[src/rtl/global_defs.sv]
// Project-wide default sizes for the MPU datapath.
// Modules take these as parameter defaults so a single edit resizes the MPU.
package global_defs;

  localparam int DEF_FP              = 32;
  localparam int DEF_M               = 4;
  localparam int DEF_N               = 4;
  localparam int DEF_MATRIX_REG_SIZE = 2;

endpackage

[src/rtl/mpu_pkg.sv]
// Shared types and helpers for the MPU matrix loader.
package mpu_pkg;

  typedef enum logic [1:0] {
    LOAD_IDLE   = 2'd0,
    LOAD_ACTIVE = 2'd1,
    LOAD_DONE   = 2'd2
  } load_stream_state_t;

  // A requested matrix is loadable when both dimensions are non-zero
  // and neither exceeds the register-file matrix limits.
  function automatic logic dims_ok(input int unsigned mSize,
                                   input int unsigned nSize,
                                   input int unsigned maxM,
                                   input int unsigned maxN);
    return (mSize != 0) && (nSize != 0) && (mSize <= maxM) && (nSize <= maxN);
  endfunction

endpackage

[src/rtl/mpu_load_addr_gen.sv]
// Row/column pointer walk for the streaming matrix loader.
// Produces the (row, col) of lane 0, the lane mask of the current beat and a
// flag marking the final beat. Row-major walks columns within a row; with the
// transpose flag latched, lanes span rows and the walk is column-major.
module mpu_load_addr_gen #(
  parameter int MBITS = 2,
  parameter int NBITS = 2,
  parameter int LANES = 1
) (
  input  logic             clk,
  input  logic             rst,
  input  logic             i_init,
  input  logic             i_step,
  input  logic [MBITS:0]   i_mSize,
  input  logic [NBITS:0]   i_nSize,
  input  logic             i_transpose,
  output logic [MBITS:0]   o_row,
  output logic [NBITS:0]   o_col,
  output logic [LANES-1:0] o_mask,
  output logic             o_last
);

  // One extra bit on the pointer sums so pointer+LANES never wraps.
  localparam int RW = MBITS + 2;
  localparam int CW = NBITS + 2;

  logic [MBITS:0] r_row;
  logic [NBITS:0] r_col;
  logic [MBITS:0] r_mSize;
  logic [NBITS:0] r_nSize;
  logic           r_transpose;

  logic [CW-1:0]  w_colNext;
  logic [RW-1:0]  w_rowNext;
  logic           w_rowEnd;
  logic           w_colEnd;
  logic           w_lastRow;
  logic           w_lastCol;

  assign w_colNext = {1'b0, r_col} + CW'(LANES);
  assign w_rowNext = {1'b0, r_row} + RW'(LANES);
  assign w_rowEnd  = w_colNext >= {1'b0, r_nSize};
  assign w_colEnd  = w_rowNext >= {1'b0, r_mSize};
  assign w_lastRow = r_row == (r_mSize - (MBITS+1)'(1));
  assign w_lastCol = r_col == (r_nSize - (NBITS+1)'(1));

  assign o_row  = r_row;
  assign o_col  = r_col;
  assign o_last = r_transpose ? (w_lastCol && w_colEnd) : (w_lastRow && w_rowEnd);

  // Lane i is valid while it still lies inside the matrix along the lane axis.
  always_comb begin
    o_mask = '0;
    for (int i = 0; i < LANES; i++) begin
      if (r_transpose) begin
        o_mask[i] = ({1'b0, r_row} + RW'(i)) < {1'b0, r_mSize};
      end else begin
        o_mask[i] = ({1'b0, r_col} + CW'(i)) < {1'b0, r_nSize};
      end
    end
  end

  // Latch sizes on a new load, then advance one beat per accepted transfer.
  always_ff @(posedge clk or negedge rst) begin
    if (!rst) begin
      r_row       <= '0;
      r_col       <= '0;
      r_mSize     <= '0;
      r_nSize     <= '0;
      r_transpose <= 1'b0;
    end else if (i_init) begin
      r_row       <= '0;
      r_col       <= '0;
      r_mSize     <= i_mSize;
      r_nSize     <= i_nSize;
      r_transpose <= i_transpose;
    end else if (i_step) begin
      if (r_transpose) begin
        if (w_colEnd) begin
          r_row <= '0;
          r_col <= r_col + (NBITS+1)'(1);
        end else begin
          r_row <= w_rowNext[MBITS:0];
        end
      end else begin
        if (w_rowEnd) begin
          r_col <= '0;
          r_row <= r_row + (MBITS+1)'(1);
        end else begin
          r_col <= w_colNext[NBITS:0];
        end
      end
    end
  end

endmodule

[src/rtl/mpu_load_stream.sv]
// Streaming matrix loader: accepts up to LANES elements per valid/ready beat
// and issues lane-masked writes into the matrix register file.
// Optional feature macro: MPU_LOAD_TRANSPOSE_EN adds a 'transpose' input that
// selects a column-major input stream; without it the stream is row-major.
module mpu_load_stream
  import mpu_pkg::*;
#(
  parameter int FP              = global_defs::DEF_FP,
  parameter int M               = global_defs::DEF_M,
  parameter int N               = global_defs::DEF_N,
  parameter int LANES           = 1,
  parameter int MBITS           = $clog2(M),
  parameter int NBITS           = $clog2(N),
  parameter int MATRIX_REG_SIZE = global_defs::DEF_MATRIX_REG_SIZE
) (
  input  logic                       clk,
  input  logic                       rst,
  input  logic                       start,
  input  logic [MBITS:0]             matrix_m_size,
  input  logic [NBITS:0]             matrix_n_size,
  input  logic [MATRIX_REG_SIZE-1:0] load_addr,
`ifdef MPU_LOAD_TRANSPOSE_EN
  input  logic                       transpose,
`endif
  input  logic                       abort,
  input  logic                       in_valid,
  input  logic [LANES*FP-1:0]        in_data,
  output logic                       in_ready,
  output logic                       busy,
  output logic                       done,
  output logic                       error,
  output logic                       write_en,
  output logic [MATRIX_REG_SIZE-1:0] reg_load_addr,
  output logic [LANES*FP-1:0]        element_out,
  output logic [LANES-1:0]           lane_mask,
  output logic [MBITS:0]             m,
  output logic [NBITS:0]             n
);

  load_stream_state_t r_state;
  load_stream_state_t w_nextState;

  logic             w_dimsOk;
  logic             w_init;
  logic             w_step;
  logic             w_transpose;
  logic [MBITS:0]   w_row;
  logic [NBITS:0]   w_col;
  logic [LANES-1:0] w_mask;
  logic             w_last;

  assign w_dimsOk = dims_ok(32'(matrix_m_size), 32'(matrix_n_size), 32'(M), 32'(N));

`ifdef MPU_LOAD_TRANSPOSE_EN
  assign w_transpose = transpose;
`else
  assign w_transpose = 1'b0;
`endif

  mpu_load_addr_gen #(
    .MBITS (MBITS),
    .NBITS (NBITS),
    .LANES (LANES)
  ) u_addr_gen (
    .clk         (clk),
    .rst         (rst),
    .i_init      (w_init),
    .i_step      (w_step),
    .i_mSize     (matrix_m_size),
    .i_nSize     (matrix_n_size),
    .i_transpose (w_transpose),
    .o_row       (w_row),
    .o_col       (w_col),
    .o_mask      (w_mask),
    .o_last      (w_last)
  );

  // State register.
  always_ff @(posedge clk or negedge rst) begin
    if (!rst) begin
      r_state <= LOAD_IDLE;
    end else begin
      r_state <= w_nextState;
    end
  end

  // Next state; abort beats any beat offered in the same cycle.
  always_comb begin
    w_nextState = r_state;
    w_init      = 1'b0;
    w_step      = 1'b0;
    case (r_state)
      LOAD_IDLE: begin
        if (start && w_dimsOk) begin
          w_init      = 1'b1;
          w_nextState = LOAD_ACTIVE;
        end
      end
      LOAD_ACTIVE: begin
        if (abort) begin
          w_nextState = LOAD_IDLE;
        end else if (in_valid && in_ready) begin
          w_step = 1'b1;
          if (w_last) begin
            w_nextState = LOAD_DONE;
          end
        end
      end
      LOAD_DONE: begin
        w_nextState = LOAD_IDLE;
      end
      default: begin
        w_nextState = LOAD_IDLE;
      end
    endcase
  end

  // Registered outputs: write one cycle after acceptance, done one after the last write.
  always_ff @(posedge clk or negedge rst) begin
    if (!rst) begin
      in_ready      <= 1'b0;
      busy          <= 1'b0;
      done          <= 1'b0;
      error         <= 1'b0;
      write_en      <= 1'b0;
      reg_load_addr <= '0;
      element_out   <= '0;
      lane_mask     <= '0;
      m             <= '0;
      n             <= '0;
    end else begin
      in_ready <= (w_nextState == LOAD_ACTIVE);
      busy     <= (w_nextState == LOAD_ACTIVE);
      done     <= (r_state == LOAD_DONE);
      write_en <= w_step;
      if (w_step) begin
        element_out <= in_data;
        lane_mask   <= w_mask;
        m           <= w_row;
        n           <= w_col;
      end
      if ((r_state == LOAD_IDLE) && start) begin
        error <= !w_dimsOk;
      end
      if (w_init) begin
        reg_load_addr <= load_addr;
      end
    end
  end

endmodule
[config.mk]
export PLATFORM = sky130hd
export DESIGN_NAME = mpu_load_stream
export DESIGN_NICKNAME = d
export VERILOG_FILES = /design/src/rtl/global_defs.sv /design/src/rtl/mpu_pkg.sv /design/src/rtl/mpu_load_addr_gen.sv /design/src/rtl/mpu_load_stream.sv
export SDC_FILE = /design/constraint.sdc
export NUM_CORES = 1
export LEC_CHECK = 0
export ABC_AREA = 1
export CAP_MARGIN = 40
export CORE_UTILIZATION = 35
export DETAILED_ROUTE_END_ITERATION = 8
export HOLD_SLACK_MARGIN = 0.12
export PLACE_DENSITY = 0.66
export SYNTH_ARGS = -nofsm -noshare
export SYNTH_HDL_FRONTEND = slang
export SYNTH_SLANG_ARGS = --single-unit
[constraint.sdc]
create_clock -name clk -period 2.15 [get_ports clk]
set_input_delay 0.215 -clock clk [delete_from_list [all_inputs] [get_ports clk]]
set_output_delay 0.215 -clock clk [all_outputs]
set_load 0.02 [all_outputs]
==> run summary, run 1 <==
Placer Congestion: 0.838
Gr usage total: 0.154
Share of cells above drive strength 1: 0.0861
Worst Setup End Kind: flip-flop
Maximum vdd drop: 0.535 mV
Later-pin clock latency in the skew report: 0.33 ns
HPWL after DPL: 4090 um
LEAKAGE: 1.95 nW
RSZ-0062 raised after global routing: false
Number of global-route vias before repair: 2053
Final ANT Viol Nets: 0
CP Data Required Time: 2.42 ns
Hold-fix buffers, CTS: 1
I/O pins: 91
Largest area contributor in the synthesized netlist: dfrtp_1
Remaining Overflow, GRT: 0
Pre-antenna DRT Iters: 4
Largest net degree at the start of global routing: 33
Site Rows: 31
Net count, final: 444
IO Port Bufs: 90
Maximum Capacitance Violations: 0
Post-synth ARST share: 1.00
Hold Path Origin: in_data[10]
CTS tree: done
Least-Margin Pin Slew: 0.743 ns
CP startpoint kind: flip-flop
Number of synthesis warnings: 0
Sequential area share after synthesis: 0.562
Setup TNS: 0 ns
Vias: 2189
Root buf cell: clkbuf_8
R2r startpoint: u_addr_gen.o_col[0]
First-pass GRT wire length: 9140 um
Die area: 7860 um2
WP data arrival: 2.15 ns
Post-layout minimum cycle time: 1.88 ns
Initial antenna violation count: 0
Area occupied by registers: 1480 um2
Fill count: 696
Setup slack, reg-to-reg: 0.27 ns
Mapped Area: 2630 um2
Core Region: 7250 um2
Worst R2R End: u_addr_gen.o_row[1]
Total power: 3.44 mW
WS Path Type: reg -> reg
Status: completed
Worst hold stages: 3
Ys flop type: dfrtp_1
H-tree level count: 3
Syn_nets: 349
Max_slew headroom: 0.504
Die width: 88.6 um
Reg clk slew, reported paths: 0.07 ns
Multi-input logic area: 976 um2
CTS Sinks: 59
Gate Count Post-Synth: 295
HP Class: in -> reg
Initial DRC Count: 62
Cts bufs inserted: 9
Max Fclk: 0.532 GHz
Top post-synthesis cells by area: dfrtp_1, nand2_1, ha_1
Final Setup Violations: 0
Clock Tree Buf Depth: 2
Setup bufs post-CTS: 0
Seq cells post-synth: 59
Clock Skew: 0.00707 ns
Chip height: 88.6 um
Post-synth top area share: 0.562
Worst Reg-to-Reg Cells: 9
Period utilization: 0.874
Routed WL: 5780 um
Synth cell types: 20
Synthesized area per cell: 8.91 um2
Vias per cell: 4.43
CTS resizes: 0
N_diodes: 0
Post-synth EDFFs: 0
Critical path peak fanout: 5
Most frequent cell after synthesis: nand2_1
Final Slew Violations: 0
Routed WL per cell: 11.7 um
DRC Markers: 0
WHS Endpoint: element_out[10]
Commonest cells post-synth: nand2_1, dfrtp_1, inv_1
Initial Util: 0.362
Min Hold Slack: 0.417 ns
Area growth syn-to-layout: 45.1%
Pwr/cell area: 904 nW/um2
Final hold violations: 0
-- critical path, stage by stage (launching register included) --
cell and delay (ns):
dfrtp_1 0.43, ha_1 0.34, ha_1 0.29, nand2_1 0.07, nand2_1 0.07, a21oi_1 0.30
nand2_1 0.09, nand2_1 0.11, nand2_1 0.06, nand2_1 0.07
-- worst max-delay path by stage --
stage / to / startpoint / slack, ns
after CTS: u_addr_gen.o_row[1] / u_addr_gen.o_col[0] / 0.30
after detailed placement: u_addr_gen.o_row[1] / u_addr_gen.o_col[0] / 0.31
after floorplan: u_addr_gen.o_row[1] / u_addr_gen.o_col[0] / 0.52
after global placement: u_addr_gen.o_row[1] / matrix_n_size[1] / 0.42
final: u_addr_gen.o_row[1] / u_addr_gen.o_col[0] / 0.27
after global routing: u_addr_gen.o_row[1] / u_addr_gen.o_col[1] / 0.14
-- cell type report --
cell class,instances,area share
Clock buffer,10,0.0361
Tap cell,99,0.0325
Clock inverter,6,0.0144
Multi-Input combinational cell,204,0.256
Inverter,20,0.0197
Sequential cell,59,0.387
Timing Repair Buffer,96,0.254
-- cells by family after synthesis --
family / after synthesis / synth area share
compound gates: 19 / 0.0481
xor+xnor: 5 / 0.0167
fa+ha+maj: 9 / 0.0429
buf+inv: 32 / 0.0667
flops: 59 / 0.562
simple gates: 171 / 0.264
-- registers in the layout (all words and copies together), names as in the netlist --
| register | cells |
|---|---|
| element_out | 32 |
| m | 3 |
| n | 3 |
| u_addr_gen.o_col | 3 |
| u_addr_gen.o_row | 3 |
| u_addr_gen.r_mSize | 3 |
| u_addr_gen.r_nSize | 3 |
| r_state | 2 |
| reg_load_addr | 2 |
| busy | 1 |
| done | 1 |
| error | 1 |
| lane_mask | 1 |
| write_en | 1 |
-- layout by cell type (no fill, tap or decap), types with 3 or more instances in the layout --
cell type	synthesis	layout
a21oi_1	4	4
ha_1	9	9
dfrtp_1	59	59
nand4_1	5	5
inv_1	19	19
buf_4	1	3
nand2_1	147	147
clkdlybuf4s50_1	0	89
nand3_1	8	8
nor2_1	8	8
xor2_1	3	3
clkbuf_8	0	10
o21ai_2	7	7
o21ai_0	6	6
clkinv_2	0	5
-- metrics by stage --
| step | setup WS [ns] | utilization | instance area (um2) | instances |
|---|---|---|---|---|
| after floorplan | 0.524 | - | 2630 | 295 |
| after global placement | 0.420 | 0.498 | 3610 | 477 |
| after detailed placement | 0.313 | 0.498 | 3610 | 477 |
| after CTS | 0.298 | 0.526 | 3810 | 494 |
| after global routing | 0.135 | 0.526 | 3810 | 494 |
| final | 0.270 | 0.526 | 3810 | 494 |
-- routing by layer --
metal	global-route usage	vias up	share of wire	wire length (um)
met3	0.0345	12	0.074	429
met5	0	-	0	0
met4	0.0982	0	0.021	119
met1	0.192	993	0.44	2570
met2	0.243	78	0.46	2660
li1	-	1106	-	-
-- power breakdown --
| part | internal [mW] | switching [mW] | total [mW] |
|---|---|---|---|
| combinational | 0.504 | 0.531 | 1.04 |
| sequential | 1.31 | 0.114 | 1.43 |
| clock | 0.556 | 0.428 | 0.984 |
| total | 2.37 | 1.07 | 3.44 |
Power figures use the tool's default switching activity.
==> run 2, diff against run 1 <==
--- a/config.mk
+++ b/config.mk
@@ -11,6 +11,7 @@
 export DETAILED_ROUTE_END_ITERATION = 8
 export HOLD_SLACK_MARGIN = 0.12
 export PLACE_DENSITY = 0.66
+export RECOVER_POWER = 50
 export SYNTH_ARGS = -nofsm -noshare
 export SYNTH_HDL_FRONTEND = slang
 export SYNTH_SLANG_ARGS = --single-unit
==> run 2 against run 1 <==
Net effect: core utilization down 0.67 points; sequential share of layout area rose by 0.50 points; fmax grew 0.25%; die area stayed put; clock power about the same; via count grew 0.32%; wire length grew 0.33%; first-iteration DRC count fell by 3.2%; global-route usage unchanged; flip-flop and latch count unchanged; hold slack about the same; critical endpoint unchanged; largest cell class unchanged; largest power group unchanged.
==> run summary, run 2 (synthesized netlist as in run 1, its figures left out) <==
CTS Sinks: 59 (unchanged)
Slowest stage delay, CP: 0.43 ns (about the same)
Worst hold stages: 3 (unchanged)
CTS resizes: 0 (unchanged)
Number of global-route vias before repair: 2053 (unchanged)
Routed WL: 5790 um (was 5780 um)
Clock Tree Buf Depth: 2 (unchanged)
Initial antenna violation count: 0 (unchanged)
Metal-1 WL: 2580 um (was 2570 um)
Cts bufs inserted: 9 (unchanged)
Status: completed (unchanged)
Total power: 3.44 mW (about the same)
Combinational fraction of design power: 0.299 (was 0.301)
Worst path bufs/invs: 0 (unchanged)
Final hold violations: 0 (unchanged)
Period utilization: 0.872 (was 0.874)
Maximum vdd drop: 0.534 mV (was 0.535 mV)
LEAKAGE: 1.93 nW (was 1.95 nW)
Vias: 2196 (was 2189)
Die area: 7860 um2 (unchanged)
Final Slew Violations: 0 (unchanged)
CP max stage cell: dfrtp_1 (unchanged)
Initial Util: 0.362 (unchanged)
Worst R2R End: u_addr_gen.o_row[1] (unchanged)
H-tree level count: 3 (unchanged)
Max FFs per register: 32 (unchanged)
CP dominant cell by count: nand2_1 (unchanged)
Max_slew headroom: 0.475 (was 0.504)
Instance area after placement: 3610 um2 (unchanged)
Later-pin clock latency in the skew report: 0.33 ns (about the same)
Top Layer Used: met4 (unchanged)
R2r startpoint: u_addr_gen.o_col[0] (unchanged)
DR WL met3: 433 um (was 429 um)
Switching Fraction: 0.311 (about the same)
CP startpoint kind: flip-flop (unchanged)
Reg clk slew, reported paths: 0.07 ns (about the same)
Pwr/cell area: 913 nW/um2 (was 904 nW/um2)
Largest net degree at the start of global routing: 33 (unchanged)
Multi-input logic area: 961 um2 (was 976 um2)
Net count, final: 444 (unchanged)
Leading cell type in the layout, fill and taps excluded: nand2_1 (unchanged)
Core Region: 7250 um2 (unchanged)
First-pass GRT wire length: 9140 um (unchanged)
CP delay by family, top: adder cells (unchanged)
Remaining Overflow, GRT: 0 (unchanged)
Maximum Capacitance Violations: 0 (unchanged)
Clock Skew: 0.00721 ns (was 0.00707 ns)
Flop pwr share: 0.415 (was 0.414)
Hold-fix buffers, CTS: 1 (unchanged)
Area growth syn-to-layout: 43.2% (was 45.1%)
WP data arrival: 2.14 ns (was 2.15 ns)
Least-Margin Pin Slew: 0.788 ns (was 0.743 ns)
Gr usage total: 0.154 (unchanged)
Setup slack, reg-to-reg: 0.27 ns (about the same)
Site Rows: 31 (unchanged)
Initial DRC Count: 60 (was 62)
WS Path Type: reg -> reg (unchanged)
Worst Setup End Kind: flip-flop (unchanged)
N_diodes: 0 (unchanged)
Max Fclk: 0.533 GHz (was 0.532 GHz)
WHS Endpoint: element_out[10] (unchanged)
Psw: 1.07 mW (about the same)
CP Data Required Time: 2.42 ns (about the same)
HPWL after DPL: 4090 um (unchanged)
Worst Reg-to-Reg Cells: 9 (unchanged)
Placer Congestion: 0.838 (unchanged)
Root buf cell: clkbuf_8 (unchanged)
IO Port Bufs: 90 (unchanged)
Area occupied by registers: 1480 um2 (unchanged)
Pint: 2.37 mW (about the same)
RSZ-0062 raised after global routing: false (unchanged)
Post-layout minimum cycle time: 1.88 ns (about the same)
HP Class: in -> reg (unchanged)
Clk pwr share: 0.287 (was 0.286)
Pre-antenna DRT Iters: 4 (unchanged)
Vias per cell: 4.45 (was 4.43)
Chip height: 88.6 um (unchanged)
CTS tree: done (unchanged)
DRC Markers: 0 (unchanged)
Setup bufs post-CTS: 0 (unchanged)
Routed WL per cell: 11.7 um (about the same)
Die width: 88.6 um (unchanged)
Setup TNS: 0 ns (unchanged)
Top reg by flops: element_out (unchanged)
Worst Setup SP: u_addr_gen.o_col[0] (unchanged)
Commonest cells after routing, fill and taps aside: nand2_1, clkdlybuf4s50_1, dfrtp_1 (unchanged)
Metal2 WL: 2660 um (about the same)
Final Setup Violations: 0 (unchanged)
I/O pins: 91 (unchanged)
Fill count: 705 (was 696)
Critical-path cell list: ha_1 > ha_1 > nand2_1 > nand2_1 > a21oi_1 > nand2_1 > nand2_1 > nand2_1 > nand2_1 (unchanged)
Final ANT Viol Nets: 0 (unchanged)
Final Cell Area: 3760 um2 (was 3810 um2)
Critical path peak fanout: 5 (unchanged)
Share of cells above drive strength 1: 0.0759 (was 0.0861)
Hold Path Origin: in_data[10] (unchanged)
## run 2: metal layers
layer,vias to the layer above,GRT usage
met1,1003,0.192
met3,12,0.0345
li1,1101,-
met4,0,0.0982
met5,-,0
met2,80,0.243
## run 2: layout make-up
cell class | instances | area share
Tap cell | 99 | 0.0329
Clock buffer | 10 | 0.0366
Sequential cell | 59 | 0.392
Timing Repair Buffer | 96 | 0.248
Inverter | 20 | 0.0199
Multi-Input combinational cell | 204 | 0.255
Clock inverter | 6 | 0.0146
## run 2: power groups by stage
stage	logic [mW]	registers [mW]	clock network [mW]
5_1_grt	1.13	1.45	1.06
6_report	1.03	1.43	0.984
3_5_place_dp	1.04	1.45	0
3_3_place_gp	1.02	1.44	0
4_1_cts	1.05	1.43	1.02
2_1_floorplan	0.324	1.64	0
## run 2: worst min-delay path: cells and delay by family
| kind | cells | cell delay [ns] |
|---|---|---|
| buf+inv | 1 | 0.39 |
| simple gates | 2 | 0.10 |
## run 2: worst max-delay path by stage
stage | end | slack, ns | cells after the start
final | u_addr_gen.o_row[1] | 0.27 | 9
after detailed placement | u_addr_gen.o_row[1] | 0.31 | 9
after global routing | u_addr_gen.o_row[1] | 0.14 | 8
after global placement | u_addr_gen.o_row[1] | 0.42 | 9
after CTS | u_addr_gen.o_row[1] | 0.30 | 9
after floorplan | u_addr_gen.o_row[1] | 0.52 | 9
## run 2: metrics by stage
stage	worst slack (ns)	hold slack, ns	std cells	utilization
global placement	0.420	0.330	477	0.498
detailed placement	0.313	0.326	477	0.498
floorplan	0.524	-0.0806	295	-
CTS	0.298	0.398	494	0.526
global route	0.135	0.432	494	0.519
finish	0.275	0.417	494	0.519
==> run 3, diff against run 2 <==
--- a/config.mk
+++ b/config.mk
@@ -9,9 +9,11 @@
 export CAP_MARGIN = 40
 export CORE_UTILIZATION = 35
 export DETAILED_ROUTE_END_ITERATION = 8
+export GPL_ROUTABILITY_DRIVEN = 0
 export HOLD_SLACK_MARGIN = 0.12
 export PLACE_DENSITY = 0.66
 export RECOVER_POWER = 50
 export SYNTH_ARGS = -nofsm -noshare
 export SYNTH_HDL_FRONTEND = slang
 export SYNTH_SLANG_ARGS = --single-unit
+export TNS_END_PERCENT = 5
==> results of run 3 <==
Same layout as run 2: the final DEF is identical, and so are final timing and power.
